==> src/rtl/booth_product_accumulator_if.sv <==
`default_nettype none
// ============================================================================
// Module   : booth_product_accumulator_if
// Purpose  : Streaming bus between the Booth multiplier side and the frame
//            accumulator. It carries one product per beat in and one frame
//            result out, each on its own valid/ready handshake.
// Ports    : none (signal bundle only)
//            master : drives in_valid/in_product/in_last and out_ready
//            slave  : drives in_ready and out_valid/out_sum/out_count/out_overflow
// Revision : 1.0 - initial release
// ============================================================================
interface booth_product_accumulator_if #(
    parameter int ACC_W = 24,
    parameter int CNT_W = 8
);
    logic             in_valid;
    logic             in_ready;
    logic [15:0]      in_product;
    logic             in_last;
    logic             out_valid;
    logic             out_ready;
    logic [ACC_W-1:0] out_sum;
    logic [CNT_W-1:0] out_count;
    logic             out_overflow;

    modport master (
        output in_valid, in_product, in_last, out_ready,
        input  in_ready, out_valid, out_sum, out_count, out_overflow
    );

    modport slave (
        input  in_valid, in_product, in_last, out_ready,
        output in_ready, out_valid, out_sum, out_count, out_overflow
    );
endinterface
`default_nettype wire

==> src/rtl/booth_product_accumulator.sv <==
`default_nettype none
// ============================================================================
// Module   : booth_product_accumulator
// Purpose  : Sums a frame of signed 16-bit products into a saturating ACC_W-bit
//            accumulator. It presents the frame sum, the saturating term count
//            and a sticky overflow flag once the in_last beat is accepted.
// Ports    : clk  - single clock, rising edge
//            rst  - synchronous active-high reset
//            bus  - slave side of booth_product_accumulator_if
//                   (in_valid/in_ready/in_product/in_last,
//                    out_valid/out_ready/out_sum/out_count/out_overflow)
// Revision : 1.0 - initial release
// ============================================================================
module booth_product_accumulator #(
    parameter int ACC_W = 24,
    parameter int CNT_W = 8
) (
    input  wire logic                        clk,
    input  wire logic                        rst,
    booth_product_accumulator_if.slave       bus
);
    localparam int               c_EXT_W   = ACC_W + 1 - 16;
    localparam logic [ACC_W-1:0] c_SUM_MAX = {1'b0, {(ACC_W-1){1'b1}}};
    localparam logic [ACC_W-1:0] c_SUM_MIN = {1'b1, {(ACC_W-1){1'b0}}};

    typedef enum logic [0:0] {
        ST_ACCUM = 1'b0,
        ST_HOLD  = 1'b1
    } state_t;

    state_t           r_state;
    state_t           w_state_next;

    logic [ACC_W-1:0] r_acc;
    logic [CNT_W-1:0] r_count;
    logic             r_ovf;
    logic [ACC_W-1:0] r_out_sum;
    logic [CNT_W-1:0] r_out_count;
    logic             r_out_ovf;

    logic             w_accept;
    logic             w_out_fire;
    logic [ACC_W:0]   w_sum_wide;
    logic [ACC_W-1:0] w_acc_next;
    logic             w_sum_clamp;
    logic             w_cnt_full;
    logic [CNT_W-1:0] w_count_next;
    logic             w_ovf_next;

    assign w_accept   = bus.in_valid && (r_state == ST_ACCUM);
    assign w_out_fire = (r_state == ST_HOLD) && bus.out_ready;

    // One guard bit above the accumulator. The sum overflowed exactly when
    // the guard bit disagrees with the accumulator's sign bit, and the guard
    // bit then gives the true sign, which selects the clamp direction.
    assign w_sum_wide  = {{c_EXT_W{bus.in_product[15]}}, bus.in_product}
                       + {r_acc[ACC_W-1], r_acc};
    assign w_sum_clamp = w_sum_wide[ACC_W] != w_sum_wide[ACC_W-1];
    assign w_acc_next  = !w_sum_clamp       ? w_sum_wide[ACC_W-1:0] :
                         w_sum_wide[ACC_W]  ? c_SUM_MIN : c_SUM_MAX;

    // A beat that arrives with the counter already at all-ones is lost from
    // the count, so that beat is flagged as an overflow.
    assign w_cnt_full   = &r_count;
    assign w_count_next = w_cnt_full ? r_count : r_count + CNT_W'(1);
    assign w_ovf_next   = r_ovf | w_sum_clamp | w_cnt_full;

    always_ff @(posedge clk) begin
        if (rst) begin
            r_state <= ST_ACCUM;
        end else begin
            r_state <= w_state_next;
        end
    end

    always_comb begin
        w_state_next = r_state;
        case (r_state)
            ST_ACCUM: if (w_accept && bus.in_last) w_state_next = ST_HOLD;
            ST_HOLD:  if (w_out_fire)              w_state_next = ST_ACCUM;
            default:                               w_state_next = ST_ACCUM;
        endcase
    end

    always_ff @(posedge clk) begin
        if (rst) begin
            r_acc       <= '0;
            r_count     <= '0;
            r_ovf       <= 1'b0;
            r_out_sum   <= '0;
            r_out_count <= '0;
            r_out_ovf   <= 1'b0;
        end else if (w_accept) begin
            if (bus.in_last) begin
                r_out_sum   <= w_acc_next;
                r_out_count <= w_count_next;
                r_out_ovf   <= w_ovf_next;
                r_acc       <= '0;
                r_count     <= '0;
                r_ovf       <= 1'b0;
            end else begin
                r_acc       <= w_acc_next;
                r_count     <= w_count_next;
                r_ovf       <= w_ovf_next;
            end
        end
    end

    // Handshake outputs are pure state decode, so neither depends on out_ready.
    assign bus.in_ready     = (r_state == ST_ACCUM);
    assign bus.out_valid    = (r_state == ST_HOLD);
    assign bus.out_sum      = r_out_sum;
    assign bus.out_count    = r_out_count;
    assign bus.out_overflow = r_out_ovf;
endmodule
`default_nettype wire
==> src/flat_wrapper.sv <==
// flat-port wrapper written by rule: the top's interface ports become plain ports
module booth_product_accumulator_flat 
#(
    parameter int ACC_W = 24,
    parameter int CNT_W = 8
)
  (clk, rst, bus_in_valid, bus_in_product, bus_in_last, bus_out_ready, bus_in_ready, bus_out_valid, bus_out_sum, bus_out_count, bus_out_overflow);
  booth_product_accumulator_if #(.ACC_W(ACC_W), .CNT_W(CNT_W)) bus_i ();
  input  wire logic clk;
  input  wire logic rst;
  input wire logic [$bits(bus_i.in_valid)-1:0] bus_in_valid;
  input wire logic [$bits(bus_i.in_product)-1:0] bus_in_product;
  input wire logic [$bits(bus_i.in_last)-1:0] bus_in_last;
  input wire logic [$bits(bus_i.out_ready)-1:0] bus_out_ready;
  output wire logic [$bits(bus_i.in_ready)-1:0] bus_in_ready;
  output wire logic [$bits(bus_i.out_valid)-1:0] bus_out_valid;
  output wire logic [$bits(bus_i.out_sum)-1:0] bus_out_sum;
  output wire logic [$bits(bus_i.out_count)-1:0] bus_out_count;
  output wire logic [$bits(bus_i.out_overflow)-1:0] bus_out_overflow;
  assign bus_i.in_valid = bus_in_valid;
  assign bus_i.in_product = bus_in_product;
  assign bus_i.in_last = bus_in_last;
  assign bus_i.out_ready = bus_out_ready;
  assign bus_in_ready = bus_i.in_ready;
  assign bus_out_valid = bus_i.out_valid;
  assign bus_out_sum = bus_i.out_sum;
  assign bus_out_count = bus_i.out_count;
  assign bus_out_overflow = bus_i.out_overflow;
  booth_product_accumulator #(.ACC_W(ACC_W), .CNT_W(CNT_W)) u_core (.clk(clk), .rst(rst), .bus(bus_i));
endmodule
==> config.mk <==
export PLATFORM = sky130hd
export DESIGN_NAME = booth_product_accumulator_flat
export DESIGN_NICKNAME = d
export VERILOG_FILES = /design/src/rtl/booth_product_accumulator_if.sv /design/src/rtl/booth_product_accumulator.sv /design/src/flat_wrapper.sv
export SDC_FILE = /design/constraint.sdc
export NUM_CORES = 1
export LEC_CHECK = 0
export CAP_MARGIN = 20
export CORE_UTILIZATION = 59
export CTS_CLUSTER_DIAMETER = 100
export CTS_CLUSTER_SIZE = 10
export DETAILED_ROUTE_END_ITERATION = 10
export PLACE_DENSITY_LB_ADDON = 0.25
export SLEW_MARGIN = 10
export SYNTH_ARGS = -nofsm -noshare
export SYNTH_HDL_FRONTEND = slang
export SYNTH_SLANG_ARGS = --single-unit
==> constraint.sdc <==
create_clock -name clk -period 4.6 [get_ports clk]
set_clock_uncertainty 0.15 [all_clocks]
set_input_delay 0.69 -clock clk [delete_from_list [all_inputs] [get_ports clk]]
set_output_delay 0.69 -clock clk [all_outputs]
set_load 0.01 [all_outputs]
# [Word level (Yosys, flattened, before mapping)]
# Index checks and enable logic that the tools add are counted.
[op_classes] n_addsub=2 muxes=9 reduce_logical=5 n_bitwise=3 eq_ne=1
[ops] cell="24-bit two-way mux" n=3
[ops] cell="16-bit by 24-bit adder with 25-bit output" n=1
[ops] cell="8-bit two-way mux" n=2
[ops] cell="8-bit by 1-bit adder with 8-bit output, second input constant" n=1
[ops] cell="8-bit AND reduction" n=1
[ops] cell="1-bit logical AND" n=3
[ops] cell="1-bit two-way mux" n=3
[ops] cell="1-bit OR" n=2
[ops] cell="1-bit case mux with 2 select lines" n=1
[ops] cell="2-bit AND reduction" n=1
[ops] cell="1-bit inequality test" n=1
[ops] cell="1-bit inverter" n=1
[word_totals] inputBits=21 out_inout_bits=35 reg_bits=67 elab_cells=27

# [Longest topological paths before layout]
[logic_depth] word_depth=5 ltp_mapped=12

# [Worst setup path after synthesis]
# Ideal clock, no wire load.
[synth_path] kind="input -> register" from="in bus_in_product[9]" to="reg u_core.r_out_sum[11] (netlist: u_core.bus.out_sum[11])" stages=11 arrival_ps=3101 slack_ps=1232 setup_time_ps=117 cell_sequence="ha_1 > buf_2 > nand4_2 > a211oi_1 > a21oi_1 > or4_4 > and2_4 > xnor2_4 > buf_4 > maj3_1 > a22o_1"
[synth_between] elab_chain_cells=3 word_cells_on_any_way=4 cone_classes="add/sub (1); eq/ne (1); mux (2)"
[synth_rtl] element="start: declaration" line="flat_wrapper.sv:12" text="input wire logic [$bits(bus_i.in_product)-1:0] bus_in_product;"
[synth_rtl] element="16-bit by 24-bit adder with 25-bit output *" line="booth_product_accumulator.sv:57" text="+ {r_acc[ACC_W-1], r_acc};"
[synth_rtl] element="24-bit two-way mux or 1-bit inequality test (tied branches)" line="booth_product_accumulator.sv:60, booth_product_accumulator.sv:58"
[synth_rtl] element="24-bit two-way mux *" line="booth_product_accumulator.sv:59" text="assign w_acc_next = !w_sum_clamp ? w_sum_wide[ACC_W-1:0] :"
[synth_rtl] element="end signal: assignment" line="booth_product_accumulator.sv:95" text="r_out_sum <= w_acc_next;"
[synth_rtl] element="end: declaration" line="booth_product_accumulator.sv:37" text="logic [ACC_W-1:0] r_out_sum;"
# Every way passes the cells marked *; elsewhere a longest branch is shown, timed or not.
# A chain may end at the register's enable or synchronous reset.

# [Worst setup path after layout]
[layout_path] from="in bus_in_product[0]" to="reg u_core.r_acc[10]"
[layout_between] elab_chain_cells=4 word_cells_on_any_way=5 cone_classes="add/sub (1); eq/ne (1); mux (3)"
[layout_rtl] element="16-bit by 24-bit adder with 25-bit output *" line="booth_product_accumulator.sv:57"
[layout_rtl] element="24-bit two-way mux or 1-bit inequality test (tied branches)" line="booth_product_accumulator.sv:60, booth_product_accumulator.sv:58"
[layout_rtl] element="24-bit two-way mux *" line="booth_product_accumulator.sv:59"
[layout_rtl] element="24-bit two-way mux *" line="booth_product_accumulator.sv:94" text="if (bus.in_last) begin"
[layout_rtl] element="end signal: assignment" line="booth_product_accumulator.sv:102" text="r_acc <= w_acc_next;"
[layout_rtl] element="end: declaration" line="booth_product_accumulator.sv:34" text="logic [ACC_W-1:0] r_acc;"
# Marked as above.

==> metrics.txt <==
FP Rows=29; post-CTS sizing=0; fill count=474; vias per cell=6.36; element type at the critical path end=flip-flop; Total Nets Final=546; initial antenna violation count=0; CP max FO=15; io pins=56; CTS tree=yes; number of flops mapped to enable cells by yosys=0; Leak=0.00188 µW; Comb power frac=0.262; Max Cap Viol=0; CP arrival=3.98 ns; postcts setup bufs=0; peak supply drop=0.000321 V; PwrDens=367 mW/mm²; Initial DRC Count=236; Sw Ratio=0.296; Sequential Area=0.00134 mm²; Critical Path RT=4.74 ns; clock network power share=0.370; Synth async-reset ratio=0; grt total ovfl=0; Post-CTS Hold Fix Bufs=0; die area=0.00696 mm²; area occupied by multi-input gates=0.00244 mm²; syn_nets=494; aggregate global-route resource usage=0.312; Worst-path clk slew=0.08 ns; final hold vios=0; pre-CTS setup slack=0.464 ns; count of clock tree sinks=67; type of the worst min-delay path=flip-flop to flip-flop; warnings from Yosys=0; commonest cells after routing, fill and taps aside=dfxtp_1, clkdlybuf4s50_1, nand2_1, a22o_1; status=finished clean; largest net degree at the start of global routing=25; synth unique cells=59; global-route wire length before repair=17.3 mm; Worst path max stage delay=0.47 ns; vias in the first global route=3,503; Initial Util=0.613; I/O Buffers=55; post-synthesis register bit count=67; Syn Inst Count=447; actual slew at the worst max-slew pin=0.634 ns; Mean Syn Cell Area=8.75 µm²; post-layout util=0.749; aggregate routed wire length=10.6 mm; RSZ-0062 raised after global routing=false; Pint=1230 µW; vias post-DR=3,687; CTS max path bufs=2; commonest non-fill, non-tap cell in the layout=dfxtp_1; share of layout cells above drive strength 1=0.0875; Startpoint Class=input pin; Seq pwr share=0.369; CP max-delay cell=clkdlybuf4s50_1; Mapped Area=0.00391 mm²; post-route ant nets=0; worst relative slew slack=0.576; H-tree depth=3; Num CTS Buffers=9; CTS root buf=clkbuf_8; Fin Setup TNS=0 ns; Finished Cell Area=0.00479 mm²; crit path time final=3.85 ns; core footprint=0.00639 mm²; f_max=260 MHz; DR pass1 iterations=4; wire per inst=18.3 µm; Clock Latency Late Sink=0.35 ns; die height=83.4 µm; post-synthesis sequential area ratio=0.343; period utilization=0.836; Pins Over Slew Limit=0; Final Worst Setup Slack=0.753 ns; DRC viols=0; placed cell areas=0.00452 mm²; Fin Hold WS=0.308 ns; Crit Path Class=input pin to flip-flop; Synth Flop Type=dfxtp_1; area grow syn2layout=22.3%; HPWL after DPL=7.62 mm; GP Congestion=0.903; Switch Pwr=520 µW; crit path cell chain=clkdlybuf4s50_1 > ha_1 > inv_1 > fa_1 > nand2b_1 > a21oi_1 > o31ai_1 > nand2_1 > a41oi_1 > mux2_2 > a21oi_2 > a221o_1; Final setup viols=0; die width=83.4 µm; n_diodes=0
[routing by layer]
layer | wire (µm) | vias to the layer above | GRT usage
li1 | - | 1779 | -
met2 | 4860 | 143 | 0.493
met1 | 4810 | 1737 | 0.419
met4 | 295 | 0 | 0.109
met5 | 0 | - | 0
met3 | 639 | 28 | 0.0706
[registers in the layout (all words and copies together) (netlist names)]
register,flops
u_core.bus.out_valid,1
u_core.r_ovf,1
u_core.bus.out_overflow,1
u_core.bus.out_count,8
u_core.r_acc,24
u_core.bus.out_sum,24
u_core.r_count,8
[final timing paths]
path / slack, ns / start / endpoint / cells past startpoint
setup / recovery: 0.75 / bus_in_product[0] / u_core.r_acc[10]$_SDFFE_PP0P_ / 12
hold / removal: 0.31 / u_core.bus.out_count[6]$_SDFFE_PP0P_ / u_core.bus.out_count[6]$_SDFFE_PP0P_ / 2
setup reg to reg: 1.24 / u_core.r_acc[0]$_SDFFE_PP0P_ / u_core.r_acc[10]$_SDFFE_PP0P_ / 11
hold reg to reg: 0.31 / u_core.bus.out_count[6]$_SDFFE_PP0P_ / u_core.bus.out_count[6]$_SDFFE_PP0P_ / 2
[power by group through the flow]
stage	sequential (µW)	clock, µW	combinational (µW)
floorplan	660	0	301
global placement	658	0	442
detailed placement	658	0	448
CTS	646	654	454
global route	650	676	495
finish	647	649	459
[cell type report]
cell class | instances | area share
clock buffer | 9 | 0.0259
timing repair buffer | 62 | 0.126
inverter | 11 | 0.00863
clock inverter | 6 | 0.0288
multi-input combinational | 348 | 0.510
sequential | 67 | 0.280
tap | 77 | 0.0201
[Yosys cell counts (all sizes together), types with 3 or more instances]
master   n  area share
and3     6      0.0096
inv     11       0.011
a221o    4       0.010
a22oi    4      0.0077
nand2   41       0.040
nand3    7      0.0090
a21oi   33       0.046
nand4    4      0.0080
nand2b   4      0.0064
xor2     9       0.020
nor3     9       0.013
dfxtp   67        0.34
o21ai   52       0.068
o21a     3      0.0058
maj3    11       0.029
a211oi   3      0.0058
and2     4      0.0070
o31ai    3      0.0058
a22o    30       0.067
ha      25       0.080
a21o     6       0.012
o211ai   8       0.015
clkbuf  13       0.012
xnor2   18       0.045
a31oi    3      0.0048
a32oi    6       0.013
nor2    28       0.027
buf      8       0.011
[per-stage QoR]
step	power [µW]	instances
2_1_floorplan	962	447
3_3_place_gp	1100	565
3_5_place_dp	1110	565
4_1_cts	1750	580
5_1_grt	1820	580
6_report	1750	580
[logic make-up (layout without fill, tap and decap cells)]
| kind of cell | Yosys count | after routing | share of synthesized area |
|---|---|---|---|
| adders and majority gates | 37 | 37 | 0.114 |
| DFF | 67 | 67 | 0.343 |
| muxes | 4 | 4 | 0.0128 |
| buffers and inverters | 32 | 88 | 0.0339 |
| and+or+nand+nor | 116 | 116 | 0.145 |
| AOI/OAI and AO/OA | 164 | 164 | 0.287 |
| xor gates and xnor gates | 27 | 27 | 0.0652 |
[worst max-delay path: cells and delay by family]
family | cells | cell delay [ns]
simple gates | 2 | 0.32
mux | 1 | 0.46
fa+ha+maj | 2 | 0.60
compound gates | 5 | 1.37
buf+inv | 2 | 0.54
Note: power is estimated with default switching activity, not from simulation.
